`config.mk`:
```
export PLATFORM = sky130hd
export DESIGN_NAME = seg7_bin_display_flat
export DESIGN_NICKNAME = d
export VERILOG_FILES = /design/src/rtl/seg7_bin_display_if.sv /design/src/rtl/seg7_bin_display.sv /design/src/flat_wrapper.sv
export SDC_FILE = /design/constraint.sdc
export NUM_CORES = 1
export LEC_CHECK = 0
export CORE_UTILIZATION = 58
export CTS_CLUSTER_DIAMETER = 150
export DETAILED_ROUTE_END_ITERATION = 7
export GPL_TIMING_DRIVEN = 0
export PLACE_DENSITY = 0.83
export SETUP_SLACK_MARGIN = 0.2
export SYNTH_ARGS = -nofsm -noshare
export SYNTH_HDL_FRONTEND = slang
export SYNTH_SLANG_ARGS = --single-unit
export TNS_END_PERCENT = 30
```
`constraint.sdc`:
```
create_clock -name clk -period 4.78 [get_ports clk]
set_input_delay 0.956 -clock clk [delete_from_list [all_inputs] [get_ports clk]]
set_output_delay 0.956 -clock clk [all_outputs]
set_load 0.01 [all_outputs]
```
`src/rtl/seg7_bin_display_if.sv`:
```
// seg7_bin_display_if: load/value request and committed BCD result of the binary-to-display converter
interface seg7_bin_display_if #(
  parameter int BIN_WIDTH  = 6,
  parameter int NUM_DIGITS = 2
);
  logic                    load;
  logic [BIN_WIDTH-1:0]    value;
  logic                    busy;
  logic [4*NUM_DIGITS-1:0] digits_bcd;
  logic                    overflow;
  modport master (output load, value, input busy, digits_bcd, overflow);
  modport slave (input load, value, output busy, digits_bcd, overflow);
endinterface

```
`src/rtl/seg7_bin_display.sv`:
```
// seg7_bin_display: double-dabble BCD converter driving a scanned active-low 7-seg display; SEG7_LEADING_ZERO_BLANK_EN blanks leading zeros
module seg7_bin_display #(
  parameter int BIN_WIDTH  = 6,
  parameter int NUM_DIGITS = 2,
  parameter int SCAN_DIV   = 100000
) (
  input  logic                  clk,
  input  logic                  reset,
  seg7_bin_display_if.slave     bus,
  output logic [6:0]            seg,
  output logic [NUM_DIGITS-1:0] an
);
  localparam int DW = 4 * NUM_DIGITS;
  localparam int CW = $clog2(BIN_WIDTH + 1);
  localparam int PW = $clog2(SCAN_DIV);
  localparam int IW = NUM_DIGITS > 1 ? $clog2(NUM_DIGITS) : 1;
  function automatic logic [63:0] max_val(input int n);
    logic [63:0] p;
    p = 64'd1;
    for (int i = 0; i < n; i++) p = p * 64'd10;
    return p - 64'd1;
  endfunction
  localparam logic [63:0] MAX_VAL = max_val(NUM_DIGITS);
  function automatic logic [6:0] decode(input logic [3:0] d);
    case (d)
      4'd0: return 7'b0000001;
      4'd1: return 7'b1001111;
      4'd2: return 7'b0010010;
      4'd3: return 7'b0000110;
      4'd4: return 7'b1001100;
      4'd5: return 7'b0100100;
      4'd6: return 7'b0100000;
      4'd7: return 7'b0001111;
      4'd8: return 7'b0000000;
      4'd9: return 7'b0000100;
      4'hF: return 7'b1111110;
      default: return 7'b1111111;
    endcase
  endfunction
  typedef enum logic [1:0] {IDLE, SHIFT, COMMIT} state_t;
  state_t               state, state_n;
  logic [BIN_WIDTH-1:0] bin;
  logic [DW-1:0]        bcd, bcd_adj;
  logic [CW-1:0]        cnt;
  logic                 ovf_pend;
  logic                 start;
  assign start    = state == IDLE && bus.load;
  assign bus.busy = state != IDLE;
  always_ff @(posedge clk)
    if (reset) state <= IDLE;
    else state <= state_n;
  always_comb begin
    state_n = start ? SHIFT :
              (state == SHIFT && cnt == CW'(1)) ? COMMIT :
              state == COMMIT ? IDLE : state;
  end
  always_comb begin
    bcd_adj = bcd;
    for (int i = 0; i < NUM_DIGITS; i++)
      bcd_adj[4*i +: 4] = bcd[4*i +: 4] >= 4'd5 ? bcd[4*i +: 4] + 4'd3 : bcd[4*i +: 4];
  end
  always_ff @(posedge clk)
    if (reset) begin
      bin            <= '0;
      bcd            <= '0;
      cnt            <= '0;
      ovf_pend       <= 1'b0;
      bus.digits_bcd <= '0;
      bus.overflow   <= 1'b0;
    end else if (start) begin
      bin      <= bus.value;
      bcd      <= '0;
      cnt      <= CW'(BIN_WIDTH);
      ovf_pend <= 64'(bus.value) > MAX_VAL;
    end else if (state == SHIFT) begin
      {bcd, bin} <= {bcd_adj, bin} << 1;
      cnt        <= cnt - 1'b1;
    end else if (state == COMMIT) begin
      bus.digits_bcd <= ovf_pend ? '1 : bcd;
      bus.overflow   <= ovf_pend;
    end
  logic [PW-1:0] presc;
  logic [IW-1:0] idx, idx_n;
  logic [3:0]    nib;
  logic          blank;
  always_comb begin
    idx_n = presc == PW'(SCAN_DIV - 1) ? (idx == IW'(NUM_DIGITS - 1) ? '0 : idx + 1'b1) : idx;
    nib   = bus.digits_bcd[{idx_n, 2'b00} +: 4];
  end
`ifdef SEG7_LEADING_ZERO_BLANK_EN
  logic [NUM_DIGITS-1:0] lz;
  logic                  zrun;
  // lz[i]: nibble i and every nibble above it are zero; dashes are 4'hF so never qualify
  always_comb begin
    zrun = 1'b1;
    lz   = '0;
    for (int i = NUM_DIGITS - 1; i >= 0; i--) begin
      zrun  = zrun && bus.digits_bcd[4*i +: 4] == 4'd0;
      lz[i] = zrun;
    end
  end
  assign blank = idx_n != '0 && lz[idx_n];
`else
  assign blank = 1'b0;
`endif
  always_ff @(posedge clk)
    if (reset) begin
      presc <= '0;
      idx   <= '0;
      an    <= ~NUM_DIGITS'(1);
      seg   <= 7'b0000001;
    end else begin
      presc <= presc == PW'(SCAN_DIV - 1) ? '0 : presc + 1'b1;
      idx   <= idx_n;
      an    <= ~(NUM_DIGITS'(1) << idx_n);
      seg   <= blank ? 7'b1111111 : decode(nib);
    end
endmodule

```
`src/flat_wrapper.sv`:
```
// flat-port wrapper written by rule: the top's interface ports become plain ports
module seg7_bin_display_flat 
#(
  parameter int BIN_WIDTH  = 6,
  parameter int NUM_DIGITS = 2,
  parameter int SCAN_DIV   = 100000
)
  (clk, reset, seg, an, bus_load, bus_value, bus_busy, bus_digits_bcd, bus_overflow);
  seg7_bin_display_if #(.BIN_WIDTH(BIN_WIDTH), .NUM_DIGITS(NUM_DIGITS)) bus_i ();
  input  logic clk;
  input  logic reset;
  output logic [6:0] seg;
  output logic [NUM_DIGITS-1:0] an;
  input wire logic [$bits(bus_i.load)-1:0] bus_load;
  input wire logic [$bits(bus_i.value)-1:0] bus_value;
  output wire logic [$bits(bus_i.busy)-1:0] bus_busy;
  output wire logic [$bits(bus_i.digits_bcd)-1:0] bus_digits_bcd;
  output wire logic [$bits(bus_i.overflow)-1:0] bus_overflow;
  assign bus_i.load = bus_load;
  assign bus_i.value = bus_value;
  assign bus_busy = bus_i.busy;
  assign bus_digits_bcd = bus_i.digits_bcd;
  assign bus_overflow = bus_i.overflow;
  seg7_bin_display #(.BIN_WIDTH(BIN_WIDTH), .NUM_DIGITS(NUM_DIGITS), .SCAN_DIV(SCAN_DIV)) u_core (.clk(clk), .reset(reset), .bus(bus_i), .seg(seg), .an(an));
endmodule
```
==> run summary <==
The synthesized design contains 0 enable-type register cells. The fraction of the yosys area taken by sequential cells came out at around two fifths. The chip width came out at about 69 um.

The CTS tree is yes. The async set-reset flop share out of synthesis came out at 0%. Data arrives at the worst endpoint at about 3.3 ns. The number of hold violations in the final report came to 0. The first global-routing pass estimated about 8500 um of wire. The worst-skew pair later-pin latency came out at roughly 0.3 ns. The type of the most critical hold path is reg2reg. The layout overhead on the synthesized area came out at 16.30%. After synthesis the netlist holds a flip-flop and latch count of between 50 and 60.

After routing, the total negative slack on setup checks comes to 0 ns. The number of placement rows is 24. The number of filler cells placed in the layout is between 300 and 400.

The top cell types in the final layout, fill and taps aside, are 53 x dfxtp_1, 41 x nor2_1, 32 x a21oi_1. From bottom edge to top edge, the die measures 69.18 um. The number of buffers inserted to repair setup after CTS came out at 0. The per-cell via count in the routed design is about 5.5. The number of nets with antenna violations after routing is 0. The largest net degree at the start of global routing is 17.

The quantity of hold-fixing buffers added after cts came out at 0. The peak supply drop is 0.1444 mV. The kind of capture point of the worst setup path is a flip-flop.

The count of port buffers added during placement is 25. After synthesis, the largest family of logic cells by area is simple AND/OR/NAND/NOR gates. The number of global-route vias before repair is around 1.9k. The total of warnings raised by yosys is 0. Across all register-to-register paths, the minimum setup slack is roughly 1.7 ns.

In this run, the number of DRC markers left after iteration 0 of detailed routing was about 190. The initial antenna violation count is 0. The total setup violations reported at the end of the flow is 0. The sum of routed wire length over all layers came out at about 5000 um. Setup repair after global routing left no endpoint under its margin.

Summing over every cut layer, the via total after detailed routing is between 2k and 2.5k. In this run the mean area of a mapped cell was ~8.5 um^2. The clock period could shrink to about 3.1 ns. The data required time of the critical path is around 5.0 ns. The final design utilization came out at between 60% and 70%. The post-synthesis net count is approximately 330.

The ratio of total power to cell area came out at approximately 270 nW/um^2. The repair_antennas step left the layout with diodes totalling 0. The number of cells after detailed placement came out at 386. The top fanout value on the critical path is 10.

The proportion of layout cells with a drive suffix above 1 is just under 7%. In the final design database the tool counted approximately 360 nets. The tool flagged a number of max-cap violations equal to 0. The count of cell types in the netlist came out at 43.

The actual slew at the worst max-slew pin is approximately 0.76 ns. After Yosys synthesis, and, or, nand and nor cells account for 23.28% of the synthesized area. Of all cell types, the one taking the most synthesized area is dfxtp_1.

Between clock sinks in the finished design, the worst skew comes to 0.006814 ns. The number of cells produced by synthesis is just over 300. The I/O pin count came out at 28. The highest clock frequency the design can meet came out at 0.3198 GHz. The area fraction in compound gates after synthesis came out at around an eighth.

The critical path is of the reg2reg type. At the end of routability-driven placement, the weighted congestion stood at ~0.89. The fraction of the cycle the final worst path needs is about two thirds. Global routing finished with a remaining overflow of 0. The worst setup path is launched from a flip-flop.

The core area came out at roughly 4400 um^2. Sorting the synthesized cells by area gives the leading types as dfxtp_1 41%, ha_1 6.7%, a21oi_1 6.1%. The number of remaining DRC errors came out at 0.

The CTS sink count came out at 53. After clock tree synthesis, the repair step resized 0 gates. The number of levels in the clock H-tree is 2. The starting density of the core came out at roughly three fifths. The maximum buffer depth of the clock tree came out at 2. The floorplan step defined a die boundary enclosing around 4800 um^2. The flow ran to the end, and the final reports show no timing, DRC or antenna violations. The number of iterations in the first detailed-routing pass came out at 4.

After Yosys synthesis, full adders, half adders and majority gates account for approximately 6.7% of the synthesized area. After clock tree synthesis, the clock-pin slew on the worst setup and hold paths is approximately 0.10 ns. The total power after layout is slightly above 0.8 mW.

The share of the synthesized area in the top cell type came out at 40.54%. Leaving out fill and tap cells, the most frequent cell in the layout is dfxtp_1. The normalized max-slew margin came out at around 50%. The synthesized area came out at about 2600 um^2.

Summing the areas of all xor and xnor instances in the mapped netlist gives under 10% of the synthesized area. The overall fraction of global-route tracks in use came out at a little over a fifth. The count of pins over their slew limit came to 0. The total clock buffers created by CTS is 5. The placed wire-length estimate after detailed placement is approximately 3600 um. The count of placed standard cells in the final layout, fillers left out is between 300 and 400.

The clock tree root buffer cell is clkbuf_8. The reported leakage power is 1.172 nW. Multiplexer cells account for 5.115% of the synthesized area. The prevailing post-synth register cell is dfxtp_1. Dividing the detail-routed wire length by the instance count gives about 13 um.
[cell type report]
class	instances	area (um^2)	area share, %
inverter	14	52.55	1.726
timing repair buffer	25	250.2	8.220
multi-input combinational	225	1421	46.69
tap	52	65.06	2.137
clock inverter	2	38.79	1.274
sequential	53	1061	34.85
clock buffer	6	72.57	2.384
buffer	17	82.58	2.713
[routing by layer]
layer | global-route usage (%) | wire length [um] | share of wire [%]
met1 | 27.51 | 2381 | 48
met2 | 35.06 | 2419 | 49
met3 | 5.087 | 155 | 3.1
met4 | 7.029 | 31 | 0.62
met5 | 0 | 0 | 0
[sequential cells by signal (all words and copies together) (netlist names)]
name                   cells
u_core.state               2
u_core.bin                 6
u_core.bus.digits_bcd      8
u_core.cnt                 3
u_core.bcd                 8
u_core.presc              17
u_core.an                  2
u_core.seg                 7
[logic make-up (layout without fill, tap and decap cells)]
group | Yosys count | in the layout
buf+inv | 31 | 64
compound gates | 57 | 57
simple gates | 121 | 121
fa+ha+maj | 14 | 14
xor+xnor | 19 | 19
flops | 53 | 53
mux | 13 | 13
other cells | 1 | 1
[power breakdown]
group	total [mW]	switching, mW	leakage (nW)	internal (mW)
Combinational	0.0549	0.0312	0.687	0.0237
Sequential	0.458	0.00721	0.429	0.451
Clock	0.302	0.145	0.0554	0.157
[synthesized netlist by cell type, drive strengths merged, types with 3 or more instances]
cell,count
clkbuf,11
nand2,31
and2,3
o21ai,12
xnor2,8
a21oi,32
or3,4
nand2b,6
nand4,4
ha,14
inv,14
xor2,11
nand3b,3
nor2,41
dfxtp,53
mux2,3
and3,5
buf,6
nor3b,3
a22oi,5
mux2i,10
nand3,11
[critical path, cell delays in order (launching register included)]
cell,delay (ns)
dfxtp_1,0.38
ha_1,0.23
and4_4,0.28
nand4_2,0.13
xor2_2,0.25
buf_6,0.18
buf_4,0.18
mux2i_1,0.48
inv_1,0.16
ha_1,0.29
a21oi_1,0.19
or3_1,0.13
o2111ai_1,0.11
[worst paths after layout]
kind / start / endpoint / depth (start not counted)
min: u_core.bcd[5] / u_core.bcd[5] / 2
min reg2reg: u_core.bcd[5] / u_core.bcd[5] / 2
max reg2reg: u_core.presc[0] / u_core.seg[0] / 12
max: u_core.presc[0] / u_core.seg[0] / 12
[stage by stage]
stage	hold WS, ns	setup WS, ns	cell area (um^2)
after floorplan	0.4297	2.101	2618
after global placement	0.4388	1.821	2933
after detailed placement	0.4457	1.718	2933
after CTS	0.4592	1.700	3044
after global routing	0.4710	1.431	3044
final	0.4565	1.653	3044
(Power assumes the default switching activity.)
